--- src/rtl/pipelined_adder_pkg.sv ---
// Shared definitions for the timer/counter add-subtract datapath:
// operation-mode encodings, default geometry and the one-bit full adder cell.
package pipelined_adder_pkg;

    localparam logic ADD_MODE = 1'b0;
    localparam logic SUB_MODE = 1'b1;

    localparam int DEFAULT_WIDTH  = 16;
    localparam int DEFAULT_STAGES = 4;

    // Full adder cell; returns {carry_out, sum}.
    function automatic logic [1:0] full_add(input logic x, input logic y, input logic ci);
        return {(x & y) | (ci & (x ^ y)), x ^ y ^ ci};
    endfunction

endpackage

--- src/rtl/adder_chunk.sv ---
// Combinational CW-bit ripple-carry adder built from the package full adder cell.
module adder_chunk
    import pipelined_adder_pkg::*;
#(
    parameter int CW = 4
) (
    input  logic [CW-1:0] a,
    input  logic [CW-1:0] b,
    input  logic          ci,
    output logic [CW-1:0] s,
    output logic          co
);

    always_comb begin
        logic       carry;
        logic [1:0] fa;
        s     = '0;
        carry = ci;
        for (int i = 0; i < CW; i++) begin
            fa    = full_add(a[i], b[i], carry);
            s[i]  = fa[0];
            carry = fa[1];
        end
        co = carry;
    end

endmodule

--- src/rtl/pipelined_adder.sv ---
// Pipelined WIDTH-bit add/subtract unit: one CW-bit chunk per stage, carries
// registered between stages, operand skew on the way in and result deskew on the way out.
module pipelined_adder
    import pipelined_adder_pkg::*;
#(
    parameter int WIDTH  = DEFAULT_WIDTH,
    parameter int STAGES = DEFAULT_STAGES
) (
    input  logic             clk,
    input  logic             rst,
    input  logic             in_valid,
    output logic             in_ready,
    input  logic [WIDTH-1:0] a,
    input  logic [WIDTH-1:0] b,
    input  logic             cin,
    input  logic             sub,
    output logic             out_valid,
    input  logic             out_ready,
    output logic [WIDTH-1:0] sum,
    output logic             cout,
    output logic             ovf
);

    localparam int CW = WIDTH / STAGES;

    if (STAGES < 1 || STAGES > WIDTH || (WIDTH % STAGES) != 0) begin : g_bad_split
        $error("pipelined_adder: WIDTH (%0d) must split evenly into STAGES (%0d)", WIDTH, STAGES);
    end

    logic              advance;
    logic              accept;
    logic              c0;
    logic [WIDTH-1:0]  b_eff;
    logic [STAGES-1:0] v_q;
    logic [STAGES-1:0] vin;
    logic [STAGES-1:0] ld;
    logic [STAGES-1:0] carry_w;

    // Handshake: a word moves across a boundary only when valid && ready are both 1
    // on the same rising edge; the whole pipe stalls as one unit when the output is held.
    assign advance   = !out_valid || out_ready;
    assign in_ready  = advance;
    assign accept    = in_valid && advance;
    assign out_valid = v_q[STAGES-1];
    assign ld        = vin & {STAGES{advance}};

    assign b_eff = (sub == ADD_MODE) ? b : ~b;
    assign c0    = (sub == SUB_MODE) ? ~cin : cin;

    always_ff @(posedge clk or posedge rst) begin
        if (rst) begin
            v_q <= '0;
        end else if (advance) begin
            v_q <= vin;
        end
    end

    for (genvar k = 0; k < STAGES; k++) begin : g_stage
        logic [CW-1:0] ca;
        logic [CW-1:0] cb;
        logic [CW-1:0] s_comb;
        logic          ci;
        logic          co_comb;
        logic          carry_r;
        logic [CW-1:0] dsk [0:STAGES-1-k];

        if (k == 0) begin : g_first
            assign vin[k] = accept;
            assign ci     = c0;
            assign ca     = a[CW-1:0];
            assign cb     = b_eff[CW-1:0];
        end else begin : g_skew
            // Chunk k operands ride k registers so they meet the carry from stage k-1.
            logic [CW-1:0] ska [1:k];
            logic [CW-1:0] skb [1:k];

            assign vin[k] = v_q[k-1];
            assign ci     = carry_w[k-1];

            always_ff @(posedge clk or posedge rst) begin
                if (rst) begin
                    for (int d = 1; d <= k; d++) begin
                        ska[d] <= '0;
                        skb[d] <= '0;
                    end
                end else begin
                    if (ld[0]) begin
                        ska[1] <= a[k*CW +: CW];
                        skb[1] <= b_eff[k*CW +: CW];
                    end
                    for (int d = 2; d <= k; d++) begin
                        if (ld[d-1]) begin
                            ska[d] <= ska[d-1];
                            skb[d] <= skb[d-1];
                        end
                    end
                end
            end

            assign ca = ska[k];
            assign cb = skb[k];
        end

        adder_chunk #(.CW(CW)) u_chunk (
            .a  (ca),
            .b  (cb),
            .ci (ci),
            .s  (s_comb),
            .co (co_comb)
        );

        always_ff @(posedge clk or posedge rst) begin
            if (rst) begin
                carry_r <= 1'b0;
            end else if (ld[k]) begin
                carry_r <= co_comb;
            end
        end

        assign carry_w[k] = carry_r;

        // dsk[0] is the stage register; the rest hold the chunk until the last stage catches up.
        always_ff @(posedge clk or posedge rst) begin
            if (rst) begin
                for (int e = 0; e <= STAGES-1-k; e++) begin
                    dsk[e] <= '0;
                end
            end else begin
                if (ld[k]) begin
                    dsk[0] <= s_comb;
                end
                for (int e = 1; e <= STAGES-1-k; e++) begin
                    if (ld[k+e]) begin
                        dsk[e] <= dsk[e-1];
                    end
                end
            end
        end

        assign sum[k*CW +: CW] = dsk[STAGES-1-k];

        if (k == STAGES-1) begin : g_last
            logic ovf_r;

            always_ff @(posedge clk or posedge rst) begin
                if (rst) begin
                    ovf_r <= 1'b0;
                end else if (ld[k]) begin
                    ovf_r <= (ca[CW-1] == cb[CW-1]) && (s_comb[CW-1] != ca[CW-1]);
                end
            end

            assign ovf = ovf_r;
        end
    end

    assign cout = carry_w[STAGES-1];

endmodule

--- config.mk ---
export PLATFORM = sky130hd
export DESIGN_NAME = pipelined_adder
export DESIGN_NICKNAME = d
export VERILOG_FILES = /design/src/rtl/pipelined_adder_pkg.sv /design/src/rtl/adder_chunk.sv /design/src/rtl/pipelined_adder.sv
export SDC_FILE = /design/constraint.sdc
export NUM_CORES = 1
export LEC_CHECK = 0
export ABC_AREA = 1
export CAP_MARGIN = 20
export CORE_UTILIZATION = 55
export CTS_CLUSTER_SIZE = 8
export DETAILED_ROUTE_END_ITERATION = 16
export GPL_TIMING_DRIVEN = 0
export PLACE_DENSITY = 0.85
export SYNTH_ARGS = -nofsm -noshare
export SYNTH_HDL_FRONTEND = slang
export SYNTH_SLANG_ARGS = --single-unit
--- constraint.sdc ---
create_clock -name clk -period 3.76 [get_ports clk]
set_input_delay 0.752 -clock clk [delete_from_list [all_inputs] [get_ports clk]]
set_output_delay 0.752 -clock clk [all_outputs]
set_load 0.01 [all_outputs]
==> key figures, run 1 <==
Outcome
  • Outcome: finished, final reports clean

Clocking
  • Inserted Clock Buffers: 9
  • Post-cts resize count: 0
  • Clock sinks: 97
  • Post-CTS Setup Bufs: 0
  • Root buf cell: clkbuf_8
  • Skew-Pair Late Insertion Delay: 360 ps
  • Clock buffer depth: 2
  • CTS tree: built
  • Post-CTS Hold Fix Bufs: 0
  • H-Tree Depth: 3
  • Clk slew on worst S/H paths: 90 ps

Placement
  • Placed cell areas: 5102 sq um
  • Placed cells: 629
  • IO buf count: 55
  • Worst slack at placement: 565.5 ps
  • RePlAce Congestion: 0.7700
  • DPL Wire Length: 6024 um

Worst setup path
  • CP endpoint kind: output port
  • R2R Setup Slk: 1320 ps
  • CP Capture Point: in_ready
  • CP startpoint: out_ready
  • WP depth: 5
  • Kind of critical path: input pin to output port
  • Buf/Inv on CP: 4
  • Worst EP required: 3010 ps
  • Capturing point of the worst reg2reg path: ovf$_DFFE_PP0P_
  • CP Cell Sequence: clkdlybuf4s50_1 > inv_2 > nand2_4 > buf_2 > clkdlybuf4s50_1
  • Critical Path Max Stage Delay: 570 ps
  • CP arrival: 2220 ps
  • Setup crit start kind: input pin
  • Reg2Reg Depth: 13
  • Crit path max fanout: 10
  • Delay-heaviest family, CP: buffers and inverters
  • Most frequent cell on the critical path: clkdlybuf4s50_1
  • Critical R2R Launch: g_stage[2].carry_r$_DFFE_PP0P_
  • Slowest cell on the critical path: clkdlybuf4s50_1

Floorplan
  • I/O pin count: 58
  • Total core area: 7727 sq um
  • Die outline area: 8351 sq um
  • Die height: 91.39 um
  • Num rows: 32
  • Initial core utilization: 0.5687
  • Chip Width: 91.39 um

Pwr
  • Power Density: 712.5 nW/um^2
  • Clk pwr share: 0.163
  • Maximum VDD drop: 284.5 uV
  • Leak: 2.698 nW
  • NetSw: 1.388 mW
  • Switching Fraction: 0.3687
  • Int Pwr: 2.377 mW
  • Sequential share of power: 0.459
  • Gate power share: 0.377

Cells and area
  • Antenna fix cells: 0
  • Layout net count: 593
  • Area Overhead vs Synth: 20.24%
  • Layout cells sized above 1: 0.1068
  • Final instance area: 5284 sq um
  • Finished Layout Cells: 645
  • Post-layout util: 0.6838

Synth
  • Synth warn: 0
  • Synth unique cells: 18
  • Mapped Area: 4394 sq um
  • Mean Syn Cell Area: 9.330 sq um
  • Synth Instances: 471
  • Post-synthesis sequential area ratio: 0.5524
  • Synthesis-stage register bit count: 97
  • Post-Syn Nets: 526

STA
  • Slew @ Worst Pin: 456.0 ps
  • Final period util: 0.7908
  • # setup viols final: 0
  • RSZ-0062 raised after global routing: no
  • Relative slew margins: 0.6960
  • Final worst slack: 786.4 ps
  • Peak Freq: 336.3 MHz
  • Clock Skews: 7.329 ps
  • Final worst path period need: 2974 ps
  • Hold_ws: 476.2 ps
  • Max Slew Vio Count: 0
  • Final hold vios: 0

Routing
  • Vias: 3134
  • First-pass iteration count of the detailed router: 4
  • DRT antenna net count: 0
  • Routed WL: 7984 um
  • # DRC: 0
  • Starting DRT DRC Count: 162
  • WL/cell: 12.38 um
  • Vias/cell: 4.859

Global routing
  • GRT Residual Overflow: 0
  • Vias in the first global route: 3146
  • Initial antenna violation count: 0
  • Total track usage: 0.2194
  • First-pass GRT wire length: 14170 um
  • Largest net degree at the start of global routing: 67

Hold path
  • Hold Path Origin: g_stage[2].ca[3]$_DFFE_PP0P_
  • Hold Crit Class: flop to flop

Flow run
  • Max Cap Viol: 0
==> flip-flops by register name, indices dropped and copies added, names as in the netlist <==
register / cells
cout: 1
sum: 12
g_stage.g_skew.ska: 12
g_stage.carry_r: 3
v_q: 4
g_stage.cb: 12
ovf: 1
g_stage.ca: 12
g_stage.g_skew.skb: 12
g_stage.dsk: 28
==> worst min-delay path: stages (launching register included) <==
cell and delay, ps:
dfrtp_1 350, nand2_1 50, nand2_1 40
==> stage by stage <==
step | setup TNS, ps | total power, mW
floorplan | 0 | 2.662
detailed placement | 0 | 3.181
global route | 0 | 4.086
CTS | 0 | 3.797
finish | 0 | 3.765
global placement | -71620 | 3.088
==> routing by layer <==
layer,wire length (um),up-vias,GRT usage
met4,109,0,0.07804
met5,0,-,0
met1,3567,1462,0.2834
met2,3989,84,0.3728
met3,317,9,0.03936
li1,-,1579,-
==> layout make-up <==
cell class,count,area (sq um)
fill,618,2444
sequential,97,2427
multi-input combinational,305,1615
timing repair buffer,56,578.1
buffer,38,235.2
clock buffer,10,137.6
tap,102,127.6
inverter,31,118.9
clock inverter,6,43.79
==> worst min path at each step <==
| stage | endpoint | cells past startpoint |
|---|---|---|
| final | g_stage[2].ca[3]$_DFFE_PP0P_ | 2 |
| after global routing | g_stage[3].g_skew.skb[7]$_DFFE_PP0P_ | 2 |
| after CTS | g_stage[2].ca[3]$_DFFE_PP0P_ | 2 |
| after detailed placement | g_stage[2].ca[3]$_DFFE_PP0P_ | 2 |
| after global placement | sum[5]$_DFFE_PP0P_ | 2 |
| after floorplan | g_stage[0].carry_r$_DFFE_PP0P_ | 2 |
==> synthesized netlist by cell type (all sizes together) <==
master  number  share of area
clkbuf       4         0.0034
nor2         2         0.0017
xnor2       14          0.028
inv         31          0.026
ha           1         0.0028
nand2      188           0.16
buf         34          0.050
xor2         3         0.0060
nand3       57          0.065
o21ai       24          0.027
dfrtp       97           0.55
fa          16          0.073
==> power groups by stage <==
stage                     Combinational, mW  Sequential, mW  Clock [mW]
after detailed placement               1.44            1.74           0
after CTS                              1.44            1.73       0.629
final                                  1.42            1.73       0.615
after floorplan                       0.976            1.69           0
after global placement                 1.37            1.72           0
after global routing                   1.64            1.78       0.672
==> layout by cell type, fill, tap and decap left out, types with 4 or more instances in the layout <==
master | Yosys | routed
nand3_1 | 57 | 57
o21ai_0 | 22 | 22
inv_1 | 29 | 28
clkdlybuf4s50_1 | 0 | 55
buf_2 | 17 | 17
nand2_1 | 184 | 184
xnor2_1 | 14 | 14
dfrtp_1 | 97 | 97
buf_4 | 15 | 15
clkbuf_8 | 0 | 10
fa_1 | 16 | 16
clkbuf_1 | 4 | 4
==> cells by family (layout without fill, tap and decap cells) <==
kind of cell,after synthesis,after routing,synth area share
DFF,97,97,0.5524
and+or+nand+nor,247,247,0.2306
xor gates and xnor gates,17,17,0.03389
AOI/OAI and AO/OA,24,24,0.02734
adders and majority gates,17,17,0.07574
buffers and inverters,69,141,0.08001
(Power assumes the default switching activity.)
==> run 2, diff against run 1 <==
--- a/config.mk
+++ b/config.mk
@@ -7,11 +7,11 @@
 export LEC_CHECK = 0
 export ABC_AREA = 1
 export CAP_MARGIN = 20
-export CORE_UTILIZATION = 55
+export CORE_UTILIZATION = 50
 export CTS_CLUSTER_SIZE = 8
 export DETAILED_ROUTE_END_ITERATION = 16
 export GPL_TIMING_DRIVEN = 0
-export PLACE_DENSITY = 0.85
+export PLACE_DENSITY = 0.81
 export SYNTH_ARGS = -nofsm -noshare
 export SYNTH_HDL_FRONTEND = slang
 export SYNTH_SLANG_ARGS = --single-unit
==> constraint.sdc (replaced) <==
create_clock -name clk -period 2.7 [get_ports clk]
set_input_delay 0.54 -clock clk [delete_from_list [all_inputs] [get_ports clk]]
set_output_delay 0.54 -clock clk [all_outputs]
set_load 0.01 [all_outputs]
==> key figures, run 2 (same netlist as run 1, synthesis figures left out) <==
Outcome
  • Outcome: finished, final reports clean

STA
  • Final worst path period need: 2573 ps
  • RSZ-0062 raised after global routing: no
  • Clock Skews: 6.811 ps (-0.5177 ps)
  • Final period util: 0.9528
  • Slew @ Worst Pin: 467.0 ps (+11.00 ps)
  • Peak Freq: 388.7 MHz
  • Setup TNS: 0 ps (unchanged)
  • Hold_ws: 476.5 ps (+0.3020 ps)
  • Max Slew Vio Count: 0 (unchanged)
  • Relative slew margins: 0.6880 (-0.007991)
  • # setup viols final: 0 (unchanged)
  • Final hold vios: 0 (unchanged)

Worst setup path
  • Reg2Reg Depth: 13 (unchanged)
  • Setup crit start kind: input pin
  • Worst EP required: 2960 ps (-50 ps)
  • Critical R2R Launch: g_stage[2].carry_r$_DFFE_PP0P_
  • Kind of critical path: input pin to flop
  • Slowest cell on the critical path: clkdlybuf4s50_1
  • Capturing point of the worst reg2reg path: ovf$_DFFE_PP0P_
  • Crit path max fanout: 1 (-9)
  • Buf/Inv on CP: 3 (-1)
  • CP Cell Sequence: clkdlybuf4s50_1 > xor2_2 > fa_1 > inv_1 > fa_1 > fa_1 > inv_1 > fa_1 > nand3_1 > nand2_1
  • Most frequent cell on the critical path: fa_1
  • CP arrival: 2830 ps (+610 ps)
  • WP depth: 10 (+5)
  • R2R Setup Slk: 270 ps (-1050 ps)
  • Delay-heaviest family, CP: adder cells
  • CP endpoint kind: flop
  • Critical Path Max Stage Delay: 500 ps (-70 ps)

Floorplan
  • Die outline area: 9167 sq um (+9.8%)
  • I/O pin count: 58 (unchanged)
  • Total core area: 8341 sq um (+7.9%)
  • Die height: 95.75 um (+4.8%)
  • Num rows: 33 (+3.1%)
  • Initial core utilization: 0.5269 (-0.04180)
  • Chip Width: 95.75 um (+4.8%)

Routing
  • First-pass iteration count of the detailed router: 6 (+2)
  • Starting DRT DRC Count: 135 (-17%)
  • Vias: 3182 (+1.5%)
  • WL/cell: 12.44 um (+0.48%)
  • Routed WL: 8072 um (+1.1%)
  • Vias/cell: 4.903 (+0.91%)
  • # DRC: 0 (unchanged)
  • DRT antenna net count: 0 (unchanged)

Global routing
  • Total track usage: 0.2079 (-0.01147)
  • GRT Residual Overflow: 0 (unchanged)
  • Largest net degree at the start of global routing: 41 (-39%)
  • First-pass GRT wire length: 14180 um (about the same)
  • Vias in the first global route: 3094 (-1.7%)
  • Initial antenna violation count: 0 (unchanged)

Clocking
  • Inserted Clock Buffers: 9 (unchanged)
  • CTS tree: built
  • Clk slew on worst S/H paths: 80 ps (about the same)
  • Clock sinks: 97 (unchanged)
  • Post-CTS Hold Fix Bufs: 0 (unchanged)
  • Skew-Pair Late Insertion Delay: 360 ps (about the same)
  • Post-CTS Setup Bufs: 0 (unchanged)
  • H-Tree Depth: 3 (unchanged)
  • Root buf cell: clkbuf_8
  • Clock buffer depth: 2 (unchanged)
  • Post-cts resize count: 0 (unchanged)

Placement
  • RePlAce Congestion: 0.7762 (+0.81%)
  • Placed cells: 633 (+0.64%)
  • DPL Wire Length: 6242 um (+3.6%)
  • IO buf count: 55 (unchanged)
  • Placed cell areas: 5127 sq um (+0.49%)

Cells and area
  • Antenna fix cells: 0 (unchanged)
  • Layout cells sized above 1: 0.1085 (+0.001642)
  • Finished Layout Cells: 649 (+0.62%)
  • Commonest non-fill, non-tap cell in the layout: nand2_1
  • Most frequent cells in the layout: 184 x nand2_1, 97 x dfrtp_1, 57 x nand3_1
  • Area Overhead vs Synth: 21.92%
  • Largest register FFs: 28 (unchanged)
  • Fill count: 694 (+12%)
  • Area of the multi-input gates: 1623 sq um (+0.46%)
  • Area taken by flip-flops and latches: 2427 sq um (unchanged)
  • Largest reg by FF count: g_stage.dsk
  • Final instance area: 5358 sq um (+1.4%)
  • Layout net count: 594 (+0.17%)

Pwr
  • Maximum VDD drop: 415.3 uV (+46%)
  • Leak: 2.718 nW (+0.73%)
  • Power Density: 1019 nW/um^2 (+43%)

Flow run
  • Max Cap Viol: 0 (unchanged)

Hold path
  • Hold Crit Class: flop to flop
  • Hold path depth: 2 (unchanged)
  • Min-Delay Endpoint: sum[10]$_DFFE_PP0P_
  • Hold Path Origin: g_stage[2].dsk[6]$_DFFE_PP0P_
run 2: cell types whose count changed in the layout (fill, tap and decap cells not counted):
cell | previous run | this run
xor2_2 | 0 | 1
buf_12 | 0 | 2
buf_16 | 1 | 0
clkinvlp_4 | 1 | 3
inv_4 | 1 | 0
clkbuf_8 | 10 | 11
clkbuf_1 | 4 | 5
clkinv_4 | 3 | 0
xor2_1 | 3 | 2
clkinv_2 | 2 | 0
bufinv_16 | 0 | 2
run 2: area by class of cell:
cell class	count	area share
clock inverter	4	0.01401
sequential	97	0.4531
buffer	38	0.04390
clock buffer	12	0.02896
multi-input combinational	305	0.3029
inverter	31	0.02242
timing repair buffer	57	0.1102
tap	105	0.02452
run 2: worst max-delay path by stage:
stage / from / end / slack [ps]
floorplan: sub / g_stage[0].dsk[15]$_DFFE_PP0P_ / 20
global placement: b[0] / g_stage[0].dsk[15]$_DFFE_PP0P_ / -210
detailed placement: b[0] / g_stage[0].dsk[15]$_DFFE_PP0P_ / -280
CTS: b[0] / g_stage[0].dsk[15]$_DFFE_PP0P_ / 110
global route: cin / g_stage[0].dsk[15]$_DFFE_PP0P_ / 50
finish: b[0] / g_stage[0].dsk[15]$_DFFE_PP0P_ / 130
run 2: worst min-delay path, stage by stage (launching register included):
cell	delay, ps
dfrtp_1	350
nand2_1	50
nand2_1	40
run 2: report_power, final:
group	switching [mW]	internal, mW	leakage [nW]
Clock	0.479	0.572	0.109
Sequential	0.366	2.04	1.22
Combinational	1.08	0.926	1.39
Total	1.92	3.53	2.72
run 2: layer usage:
| metal | share of wire | GRT usage |
|---|---|---|
| met1 | 0.44 | 0.2680 |
| met2 | 0.49 | 0.3458 |
| met3 | 0.046 | 0.03476 |
| met4 | 0.023 | 0.09577 |
| met5 | 0 | 0 |
run 2: per-stage QoR:
step                setup slack (ps)  utilization  total power, mW
detailed placement            -279.0       0.6148            4.456
CTS                            110.5       0.6424            5.513
finish                         127.5       0.6424            5.459
floorplan                      17.70            -            3.708
global placement              -210.8       0.6100            4.313
global route                   48.50       0.6424            5.919
